===== src/rtl/weight_sched_pkg.sv =====
// rtl/weight_sched_pkg.sv - shared constants, FSM state type and job legality check for the weight RAM scheduler
package weight_sched_pkg;

    localparam int DATA_WIDTH  = 16;
    localparam int KS_MAX      = 5;
    localparam int SLOTS       = 4;
    localparam int SLOT_STRIDE = KS_MAX * KS_MAX;
    localparam int WADDR_W     = 5;
    localparam int RADDR_W     = 10;

    typedef enum logic [2:0] {
        ST_IDLE,
        ST_CHECK,
        ST_LOAD,
        ST_READ,
        ST_DONE
    } state_t;

    function automatic logic job_legal(input logic [2:0] ks, input logic [2:0] slice_num);
        return (ks != 3'd0) && (ks <= 3'(KS_MAX)) &&
               (slice_num != 3'd0) && (slice_num <= 3'(SLOTS));
    endfunction

endpackage


===== src/rtl/weight_addr_gen.sv =====
// rtl/weight_addr_gen.sv - slot/row/col read counters producing the row-major kernel word address
module weight_addr_gen
    import weight_sched_pkg::*;
(
    input  logic               clk,
    input  logic               rst,
    input  logic               clear,
    input  logic               advance,
    input  logic [2:0]         ks,
    input  logic [2:0]         slice_num,
    output logic [RADDR_W-1:0] ram_addr_read,
    output logic               last_in_slice,
    output logic               last_in_job
);

    logic [1:0] slot;
    logic [2:0] row;
    logic [2:0] col;
    logic [2:0] ks_m1;
    logic [2:0] slice_m1;

    assign ks_m1         = ks - 3'd1;
    assign slice_m1      = slice_num - 3'd1;
    assign last_in_slice = (row == ks_m1) && (col == ks_m1);
    assign last_in_job   = last_in_slice && ({1'b0, slot} == slice_m1);

    // Slots sit at a fixed 25-word stride regardless of ks; rows at a fixed 5-word stride.
    assign ram_addr_read = RADDR_W'(slot) * RADDR_W'(SLOT_STRIDE)
                         + RADDR_W'(row) * RADDR_W'(KS_MAX)
                         + RADDR_W'(col);

    always_ff @(posedge clk) begin
        if (rst || clear) begin
            slot <= 2'd0;
            row  <= 3'd0;
            col  <= 3'd0;
        end else if (advance) begin
            if (col == ks_m1) begin
                col <= 3'd0;
                if (row == ks_m1) begin
                    row  <= 3'd0;
                    slot <= slot + 2'd1;
                end else begin
                    row <= row + 3'd1;
                end
            end else begin
                col <= col + 3'd1;
            end
        end
    end

endmodule


===== src/rtl/weight_ram_scheduler.sv =====
// rtl/weight_ram_scheduler.sv - loads kernel slices into the weight RAM, then streams them to the MAC
// Optional stall counter output perf_stall_cnt when WEIGHT_SCHED_PERF_EN is defined.
module weight_ram_scheduler
    import weight_sched_pkg::*;
(
    input  logic                   clk,
    input  logic                   rst,
    input  logic                   start,
    input  logic [2:0]             ks,
    input  logic [2:0]             slice_num,
    input  logic                   load_valid,
    output logic                   load_ready,
    input  logic [399:0]           load_data,
    output logic                   ram_ena_w,
    output logic [WADDR_W-1:0]     ram_addr_write,
    output logic [399:0]           ram_din,
    output logic                   ram_ena_r,
    output logic [RADDR_W-1:0]     ram_addr_read,
    input  logic [DATA_WIDTH-1:0]  ram_dout,
    output logic [DATA_WIDTH-1:0]  w_data,
    output logic                   w_valid,
    input  logic                   w_ready,
    output logic                   w_last,
    output logic                   busy,
    output logic                   done,
    output logic                   err
`ifdef WEIGHT_SCHED_PERF_EN
    ,
    output logic [15:0]            perf_stall_cnt
`endif
);

    state_t     state;
    logic [2:0] ks_r;
    logic [2:0] slices_r;
    logic [1:0] wslot;
    logic       issued_all;
    logic       stall;
    logic       issue;
    logic       last_in_slice;
    logic       last_in_job;

    assign stall          = w_valid & ~w_ready;
    // A new read would overwrite ram_dout, so hold off while the MAC is stalling us.
    assign issue          = (state == ST_READ) & ~issued_all & ~stall;
    assign load_ready     = (state == ST_LOAD);
    assign ram_ena_w      = load_ready & load_valid;
    assign ram_addr_write = {3'b000, wslot};
    assign ram_din        = load_data;
    assign ram_ena_r      = issue;
    assign w_data         = ram_dout;
    assign busy           = (state != ST_IDLE);

    weight_addr_gen u_addr_gen (
        .clk           (clk),
        .rst           (rst),
        .clear         (state != ST_READ),
        .advance       (issue),
        .ks            (ks_r),
        .slice_num     (slices_r),
        .ram_addr_read (ram_addr_read),
        .last_in_slice (last_in_slice),
        .last_in_job   (last_in_job)
    );

    always_ff @(posedge clk) begin
        if (rst) begin
            state      <= ST_IDLE;
            ks_r       <= 3'd0;
            slices_r   <= 3'd0;
            wslot      <= 2'd0;
            issued_all <= 1'b0;
            w_valid    <= 1'b0;
            w_last     <= 1'b0;
            done       <= 1'b0;
            err        <= 1'b0;
        end else begin
            w_valid <= issue | stall;
            if (issue) begin
                w_last <= last_in_slice;
            end else if (!stall) begin
                w_last <= 1'b0;
            end
            done <= 1'b0;
            err  <= 1'b0;
            case (state)
                ST_IDLE: begin
                    if (start) begin
                        ks_r       <= ks;
                        slices_r   <= slice_num;
                        wslot      <= 2'd0;
                        issued_all <= 1'b0;
                        state      <= ST_CHECK;
                    end
                end
                ST_CHECK: begin
                    if (job_legal(ks_r, slices_r)) begin
                        state <= ST_LOAD;
                    end else begin
                        done  <= 1'b1;
                        err   <= 1'b1;
                        state <= ST_DONE;
                    end
                end
                ST_LOAD: begin
                    if (ram_ena_w) begin
                        if ({1'b0, wslot} == slices_r - 3'd1) begin
                            wslot <= 2'd0;
                            state <= ST_READ;
                        end else begin
                            wslot <= wslot + 2'd1;
                        end
                    end
                end
                ST_READ: begin
                    if (issue && last_in_job) begin
                        issued_all <= 1'b1;
                    end
                    // Once everything is issued the only word in flight is the final one.
                    if (issued_all && w_valid && w_ready) begin
                        done  <= 1'b1;
                        state <= ST_DONE;
                    end
                end
                ST_DONE: begin
                    state <= ST_IDLE;
                end
                default: begin
                    state <= ST_IDLE;
                end
            endcase
        end
    end

`ifdef WEIGHT_SCHED_PERF_EN
    always_ff @(posedge clk) begin
        if (rst) begin
            perf_stall_cnt <= 16'd0;
        end else if (state == ST_IDLE && start) begin
            perf_stall_cnt <= 16'd0;
        end else if (stall && perf_stall_cnt != 16'hFFFF) begin
            perf_stall_cnt <= perf_stall_cnt + 16'd1;
        end
    end
`endif

endmodule


===== config.mk =====
export PLATFORM = sky130hd
export DESIGN_NAME = weight_ram_scheduler
export DESIGN_NICKNAME = d
export VERILOG_FILES = /design/src/rtl/weight_sched_pkg.sv /design/src/rtl/weight_addr_gen.sv /design/src/rtl/weight_ram_scheduler.sv
export SDC_FILE = /design/constraint.sdc
export NUM_CORES = 1
export LEC_CHECK = 0
export CAP_MARGIN = 20
export CORE_AREA = 3 3 339 341
export CTS_BUF_LIST = sky130_fd_sc_hd__clkbuf_4 sky130_fd_sc_hd__clkbuf_8 sky130_fd_sc_hd__clkbuf_16
export CTS_CLUSTER_SIZE = 30
export DETAILED_ROUTE_END_ITERATION = 6
export DIE_AREA = 0 0 342 344
export HOLD_SLACK_MARGIN = 0.12
export SKIP_CTS_REPAIR_TIMING = 1
export SLEW_MARGIN = 20
export SYNTH_ARGS = -nofsm -noshare
export SYNTH_HDL_FRONTEND = slang
export SYNTH_SLANG_ARGS = --single-unit

===== constraint.sdc =====
create_clock -name clk -period 6.45 [get_ports clk]
set_input_delay 1.29 -clock clk [delete_from_list [all_inputs] [get_ports clk]]
set_output_delay 1.29 -clock clk [all_outputs]
set_load 0.02 [all_outputs]

==> out/summary.txt, run 1 <==
Status = finished, final reports clean
Required time worst endpoint = 5.16 ns
Fin crit share = 76.5%
Most area-hungry cell type in the Yosys netlist = buf_4
Slowest cell on crit path = clkdlybuf4s50_1
Worst IR Drop VDD = 0.0811 mV
Fmax = 203 MHz
Synth Cell Area = 4930 sq um
Final Setup Violations = 0
Pleak = 0.982 nW
Compound-Gate Fraction of Synth Area = 4.97%
Post-route minimum period = 4.93 ns
Die X = 342 um
Clock slew seen by the registers of the worst setup and hold paths = 0.07 ns
Synthesis-to-layout area growth = -18.4%
Mux contribution to synthesized area = 0.609%
Worst r2r dst = issued_all
Pwr/cell area = 109 nW/um^2
EDFF count, synth = 0
Final number of hold-violating endpoints = 0
Total GRT Usage = 8.57%
Placed cell areas = 3920 sq um
Relative slew slack = 44.6%
Avg WL per Cell = 30.8 um
Crit Path Class = flip-flop to output port
Combinational family with the most area after synthesis = buffers and inverters
M1 wire length = 6610 um
Clk_skew = 0.00792 ns
Met3 wire length = 22900 um
Row cnt = 123
Non-Filler Instances = 1735
Final setup TNS = 0 ns
Pre-antenna DRT Iters = 4
Clock Latency Late Sink = 0.27 ns
HP Start = ks_r[1]
Netlist cell types = 51
Die height = 344 um
H-Tree Depth = 1
Worst Hold Endpoint = ks_r[1]
Final RePlAce weighted congestion = 0.712
Synth Area in Adders = 6.90%
Max-slew violations = 0
I/O Pins = 866
Filler Cell Count = 13300
Nets@finish = 688
Least-Margin Pin Slew = 0.829 ns
Final Cell Area = 4030 sq um
Pwr Total = 0.441 mW
Total gr overflow = 0
Clock sink count = 24
CP Max Fanout = 7
Area contributors post-synth = buf_4 (64%), dfxtp_1 (9.7%), ha_1 (6.1%)
Unrepaired setup endpoints after global routing = false
Post-synth top area share = 64.1%
Post-Synthesis Cells = 623
Routed wl met2 = 21800 um
Top cells by count, synth = buf_4 (421), dfxtp_1 (24), ha_1 (24)
WL final = 53400 um
Global-route wire length before repair = 57500 um
Most used flip-flop cell after synthesis = dfxtp_1
Slowest Stage Delay on Critical Path = 0.84 ns
Hold WC Path Type = flip-flop to flip-flop
Clock Tree Buf Depth = 2
Seq/Total Area, Yosys = 9.75%
Share of cells above drive strength 1 = 5.98%
CP Capture Type = output port
Placed Cells = 1730
Cells on Worst Hold Path = 2
Die area = 118000 sq um
I/O Buffers = 28
CP startpoint kind = flip-flop
Post-Synth Simple-Gate Area = 8.55%
Reg2Reg Depth = 6
Core Footprint = 112000 sq um
Area occupied by multi-input gates = 1230 sq um
DRC = 0
TritonCTS clock tree = yes
Ys Warns = 0
Worst hold slack = 0.475 ns
Post-route ant nets = 0
Mean Syn Cell Area = 7.91 sq um
Ys async rst share = 0%
Register area = 480 sq um
Crit path DAT = 3.64 ns
Detailed Route Iter0 Violations = 123
Top Metal Used = met5
DPL Wire Length = 51100 um
Seq cells post-synth = 24
Reg2Reg Setup Slack = 4.28 ns
Post-Synth XOR/XNOR Area = 3.55%
CTS buffer count = 3
Largest net degree at the start of global routing = 16
Clk root buf = clkbuf_16
CP Cell Sequence = inv_1 > ha_1 > inv_1 > fa_1 > ha_1 > a21oi_1 > a21oi_1 > or2_2 > o31ai_1 > clkdlybuf4s50_1
Starting Density = 4.39%
Vias in the first global route = 2325
Reg-to-Reg Start = ks_r[0]
Routed via count = 2322
Max Cap Viol = 0
Top-count cell post-synth = buf_4
Via density = 1.34
Initial antenna violation count = 1
[report_power, final]
| group | total [mW] | switching [mW] | internal (mW) |
|---|---|---|---|
| combinational | 0.0906 | 0.0567 | 0.0339 |
| clock | 0.184 | 0.0604 | 0.124 |
| sequential | 0.166 | 0.0109 | 0.155 |
| total | 0.441 | 0.128 | 0.313 |
[metrics by stage]
| stage | setup WS [ns] | utilization, % |
|---|---|---|
| 6_report | 1.52 | 3.59 |
| 4_1_cts | 1.52 | 3.59 |
| 3_5_place_dp | 1.83 | 3.49 |
| 5_1_grt | 1.29 | 3.59 |
| 3_3_place_gp | 1.84 | 3.49 |
| 2_1_floorplan | 2.45 | - |
[flip-flops by register name (all words and copies together), names as in the netlist]
signal,cells
done,1
err,1
issued_all,1
ks_r,3
slices_r,3
state,3
u_addr_gen.col,3
u_addr_gen.row,3
u_addr_gen.slot,2
w_last,1
w_valid,1
wslot,2
[layer usage]
layer  up-vias  track usage, %
li1        785               -
met1       860            3.07
met2       504            12.3
met3       169            17.4
met4         4            2.81
met5         -           0.694
[worst max path at each step]
stage               slack [ns]                to               from  cells past startpoint
global placement          1.84  ram_addr_read[7]  u_addr_gen.row[2]                     10
floorplan                 2.45  ram_addr_read[7]  u_addr_gen.row[2]                      9
CTS                       1.52  ram_addr_read[7]  u_addr_gen.row[2]                     10
detailed placement        1.83  ram_addr_read[7]  u_addr_gen.row[2]                     10
finish                    1.52  ram_addr_read[7]  u_addr_gen.row[2]                     10
global route              1.29  ram_addr_read[7]  u_addr_gen.row[2]                     10
[area by class of cell]
class	count	area share, %
clock buffer	3	1.87
clock inverter	1	0.746
sequential	24	11.9
multi-input combinational	165	30.6
inverter	13	1.21
tap	1500	46.6
antenna	1	0.0622
timing repair buffer	28	6.96
[logic make-up after synthesis]
kind of cell | after synthesis
muxes | 3
other | 1
AOI/OAI and AO/OA | 38
and+or+nand+nor | 73
xor gates and xnor gates | 20
buffers and inverters | 438
adders and majority gates | 26
DFF | 24
[cell usage in the layout, fill, tap and decap left out, types with 5 or more instances in the layout]
master           count
conb_1               5
xnor2_1              9
ha_1                24
inv_1               12
clkdlybuf4s50_1     28
nor2_1               9
nor3_1               5
nand3_1              9
dfxtp_1             24
nand2_1             20
xor2_1              11
a21oi_1             16
[worst max-delay path: cells and delay by family (launching register included)]
| family | cells | cell delay [ns] |
|---|---|---|
| compound gates | 3 | 0.54 |
| fa+ha+maj | 3 | 1.07 |
| buf+inv | 3 | 1.00 |
| flops | 1 | 0.44 |
| simple gates | 1 | 0.32 |
Note: power is estimated with default switching activity, not from simulation.
==> inputs of run 2 (changes only) <==
- CORE_AREA: 3 3 339 341 -> 3 3 337 339
- DIE_AREA: 0 0 342 344 -> 0 0 340 342
- clock period: 6.45 -> 5 ns (I/O delays scaled with it)
==> run 2 against run 1 <==
  * Die area shrank 1.2%
  * Setup slack got worse by 0.99 ns
  * Sequential power grew 29%
  * Sequential share of layout area hardly changed
  * Sequential cell count unchanged
  * Non-clock buffer count up 2
  * Clock skew shrank 0.00054 ns
  * Critical path depth stayed put
  * Critical endpoint unchanged
  * Largest cell class unchanged
==> out/summary.txt, run 2 (same netlist as run 1, synthesis figures left out) <==
Largest net degree at the start of global routing = 16 (unchanged)
Vias in the first global route = 2290 (-1.5%)
CP Capture Type = output port
Pwr/cell area = 146 nW/um^2 (+33%)
Crit Path Class = flip-flop to output port
Relative slew slack = 51.3% (+6.7 points)
Status = finished, final reports clean
Reg-to-Reg Start = ks_r[0]
Clk_skew = 0.00738 ns (-0.000539 ns)
Initial antenna violation count = 1 (unchanged)
Post-route ant nets = 0 (unchanged)
Clock Tree Buf Depth = 2 (unchanged)
Worst hold slack = 0.471 ns (-0.00418 ns)
Routed via count = 2260 (-2.7%)
Die area = 116000 sq um (-1.2%)
Clock sink count = 24 (unchanged)
Clock Latency Late Sink = 0.28 ns (about the same)
CP startpoint kind = flip-flop
Via density = 1.31 (-2.0%)
Global-route wire length before repair = 54400 um (-5.4%)
TritonCTS clock tree = yes
Post-route minimum period = 4.47 ns
Reg2Reg Setup Slack = 2.30 ns (-1.98 ns)
H-Tree Depth = 1 (unchanged)
DRC = 0 (unchanged)
Most common cell after layout, fill and taps aside = clkdlybuf4s50_1
Top Metal Used = met5
Fmax = 224 MHz
Fin crit share = 89.4%
WL final = 49800 um (-6.8%)
Final Setup Violations = 0 (unchanged)
Detailed Route Iter0 Violations = 197 (+60%)
Pleak = 0.992 nW (+0.98%)
Worst IR Drop VDD = 0.114 mV (+41%)
Met3 wire length = 20800 um (-9.2%)
Final setup TNS = 0 ns (unchanged)
Filler Cell Count = 13200 (-1.3%)
Synthesis-to-layout area growth = -18.4% (about the same)
Commonest cells after routing, fill and taps aside = clkdlybuf4s50_1 (28), ha_1 (24), dfxtp_1 (24)
Core Footprint = 111000 sq um (-1.4%)
Starting Density = 4.45% (+0.060 points)
Least-Margin Pin Slew = 0.728 ns (-0.101 ns)
Routed wl met2 = 20700 um (-5.0%)
Row cnt = 122 (-0.81%)
I/O Buffers = 28 (unchanged)
Setup ws final = 0.530 ns (-0.988 ns)
Total GRT Usage = 8.16% (-0.41 points)
Required time worst endpoint = 4.00 ns (-1.16 ns)
CTS buffer count = 3 (unchanged)
Nets@finish = 690 (+0.29%)
Max Cap Viol = 0 (unchanged)
Avg WL per Cell = 28.9 um (-6.2%)
Total gr overflow = 0 (unchanged)
Die height = 342 um (-0.58%)
Max-slew violations = 0 (unchanged)
Final number of hold-violating endpoints = 0 (unchanged)
Clock slew seen by the registers of the worst setup and hold paths = 0.08 ns (about the same)
Die X = 340 um (-0.58%)
Pre-antenna DRT Iters = 4 (unchanged)
Hold WC Path Type = flip-flop to flip-flop
Final RePlAce weighted congestion = 0.691 (-2.9%)
M1 wire length = 6650 um (+0.61%)
DPL Wire Length = 47500 um (-7.0%)
Unrepaired setup endpoints after global routing = false
Crit path DAT = 3.47 ns (-0.17 ns)
HP Start = slices_r[1]
Place WS = 0.834 ns (-0.997 ns)
CP Max Fanout = 7 (unchanged)
I/O Pins = 866 (unchanged)
Critical Path Source = u_addr_gen.row[2]
Ant. Diodes = 0 (-1)
Share of cells above drive strength 1 = 6.78% (+0.80 points)
Clk root buf = clkbuf_16
[run 2: cell count changes in the layout (fill, tap and decap cells not counted)]
cell and delta:
diode_2 -1, buf_4 +2
[run 2: final cells by class]
type / count / area (sq um) / area share [%]
Tap cell: 1488 / 1860 / 46.3
Multi-Input combinational cell: 165 / 1230 / 30.6
Sequential cell: 24 / 480 / 11.9
Timing Repair Buffer: 30 / 295 / 7.34
Clock buffer: 3 / 75.1 / 1.87
Inverter: 13 / 48.8 / 1.21
Clock inverter: 1 / 30.0 / 0.747
[run 2: through the flow]
step	cell area (sq um)	utilization [%]	cells	power [mW]
floorplan	4940	-	627	0.773
global placement	3920	3.54	1720	0.342
detailed placement	3920	3.54	1720	0.342
CTS	4020	3.63	1724	0.595
global route	4020	3.63	1724	0.616
finish	4020	3.63	1724	0.586
[run 2: critical path, stage by stage, from the launching register on]
cell,delay (ns)
dfxtp_1,0.43
inv_1,0.07
ha_1,0.30
inv_1,0.09
fa_1,0.42
ha_1,0.37
a21oi_1,0.20
a21oi_1,0.12
or2_2,0.32
o31ai_1,0.23
clkdlybuf4s50_1,0.64
[run 2: final timing paths]
kind                            depth (start not counted)          endpoint
worst max-delay path                                   10  ram_addr_read[7]
worst min-delay path                                    2       slices_r[1]
worst max register to register                          6        issued_all
worst min register to register                          2       slices_r[1]
[run 2: routing by layer]
metal | GRT usage (%) | vias to the layer above
met5 | 0.0833 | -
met4 | 2.40 | 2
met3 | 16.1 | 158
met2 | 11.9 | 474
met1 | 3.23 | 839
li1 | - | 787
[run 2: where the power goes]
group,total [mW],internal [mW],switching [mW]
clock,0.249,0.160,0.0892
sequential,0.214,0.200,0.0139
combinational,0.123,0.0441,0.0786
==> variant: new RTL, config.mk and constraints of run 1 <==
The package constant `RADDR_W` goes from 10 to 11.
--- a/src/rtl/weight_sched_pkg.sv
+++ b/src/rtl/weight_sched_pkg.sv
@@ -7,5 +7,5 @@
     localparam int SLOT_STRIDE = KS_MAX * KS_MAX;
     localparam int WADDR_W     = 5;
-    localparam int RADDR_W     = 10;
+    localparam int RADDR_W     = 11;
 
     typedef enum logic [2:0] {
Ports: changed (resized ram_addr_read); port bits go from 866 to 867. No check against the original RTL was run, so the function may have changed too.
==> variant against run 1 <==
- first-iteration DRC count is 9.8% lower
- via count down 1.3%
- critical path type unchanged
- total power is 6.7% lower
- design area shrank 0.37%
- largest power group is now registers
- highest routed layer unchanged
- sequential cell count is the same
- worst setup slack gained 0.10 ns
- synthesized area is 0.15% higher
- count of clock-buffer cells in the layout increased by 1
- routed wire length is 1.2% higher
==> variant: results (changes against run 1) <==
Top cells by count, synth: buf_4, dfxtp_1, ha_1, nand2_1, a21oi_1
Clk_skew: 0.007132 ns (-0.0007878 ns)
Post-synthesis sequential area ratio: 9.731% (-0.015 points)
Status: finished, final reports clean
Wire length on met3: 23580 um (+3.0%)
Post-Synth Adder-Cell Area: 6.893% (-0.010 points)
First-pass GRT wire length: 57900 um (+0.67%)
R2R setup slack: 4.19 ns (-0.09 ns)
Max VDD drop: 0.07671 mV (-5.4%)
Drt first-iter violations: 111 (-9.8%)
R2R depth: 6 (unchanged)
GR Util met3: 17.99% (+0.64 points)
Reg2reg end: issued_all$_SDFFE_PP0P_
Total number of vias: 2292 (-1.3%)
Met1 WL: 6327 um (-4.3%)
CTS Buffer Depth: 2 (unchanged)
Synth Area in XOR/XNOR: 3.548% (-0.0054 points)
Routed wire per std cell: 31.17 um (+1.2%)
N_diodes: 0 (-1)
Vias in the first global route: 2191 (-5.8%)
TritonRoute pass-1 iters: 4 (unchanged)
Crit path capture: ram_addr_read[6]
GPL Wtd Cong: 0.7033 (-1.2%)
Static leakage: 0.9787 nW (-0.38%)
Met2 WL: 22380 um (+2.8%)
Initial antenna violation count: 1 (unchanged)
Post-synthesis mux area share: 0.6082% (-0.00093 points)
Layout cell share with drive strength beyond 1: 5.957% (-0.025 points)
Worst skew pair latency: 0.27 ns (about the same)
Synth top area cells: buf_4, dfxtp_1, ha_1
Tot GR Track Use: 8.668% (+0.097 points)
Clock-pin transition on the worst setup and hold timing paths: 0.07 ns (about the same)
Synth Area in Compound Gates: 4.967% (-0.0076 points)
DP Wirelength: 51850 um (+1.5%)
Worst slew margin: 53.11% (+8.5 points)
Nets: 689 (+0.15%)
Max stage delay on crit path: 0.75 ns (-0.09 ns)
YS warnings: 0 (unchanged)
GR Util met1: 2.943% (-0.13 points)
Dominant synthesized flop cell: dfxtp_1
CP max stage cell: clkdlybuf4s50_1
CP Max Fanout: 7 (unchanged)
Met2 Usage GRT: 12.59% (+0.26 points)
Worst setup path start: u_addr_gen.row[2]$_SDFFE_PP0P_
-- variant: cell count changes after synthesis, sizes merged --
cell and delta:
buf +1
-- variant: through the flow --
step           utilization, %  setup slack, ns  area [um2]  cells  total power [mW]
2_1_floorplan               -            2.451        4956    629            0.6006
3_3_place_gp            3.495            1.912        3921   1731            0.2614
3_5_place_dp            3.495            1.835        3921   1731            0.2619
4_1_cts                 3.574            1.546        4010   1735            0.4168
5_1_grt                 3.574            1.334        4010   1735            0.4322
6_report                3.574            1.621        4010   1735            0.4113
-- variant: worst min-delay path by stage --
stage                                        start                  endpoint  slack (ns)
after floorplan           slices_r[1]$_SDFFE_PP0P_  slices_r[1]$_SDFFE_PP0P_        0.44
after global placement    slices_r[1]$_SDFFE_PP0P_  slices_r[1]$_SDFFE_PP0P_        0.45
after detailed placement  slices_r[1]$_SDFFE_PP0P_  slices_r[1]$_SDFFE_PP0P_        0.45
after CTS                 slices_r[1]$_SDFFE_PP0P_  slices_r[1]$_SDFFE_PP0P_        0.46
after global routing      slices_r[2]$_SDFFE_PP0P_  slices_r[2]$_SDFFE_PP0P_        0.51
final                     slices_r[1]$_SDFFE_PP0P_  slices_r[1]$_SDFFE_PP0P_        0.47
-- variant: final cells by class --
class | count | area share, %
well taps | 1500 | 46.80
multi-input cells | 166 | 30.80
flip-flops and latches | 24 | 11.98
repair buffers | 28 | 6.989
clock buffers | 4 | 2.215
inverters | 13 | 1.217
-- variant: worst reg2reg max path, cell delays in order, from the launching register on --
cell,delay (ns)
dfxtp_1,0.50
inv_1,0.11
ha_1,0.22
xnor2_1,0.41
mux2i_1,0.45
nand3_1,0.23
o31ai_1,0.26
-- variant: power by group --
group	switching [mW]	internal (mW)	total, mW
Combinational	0.0569	0.0338	0.0908
Sequential	0.0101	0.155	0.165
Clock	0.0601	0.0952	0.155
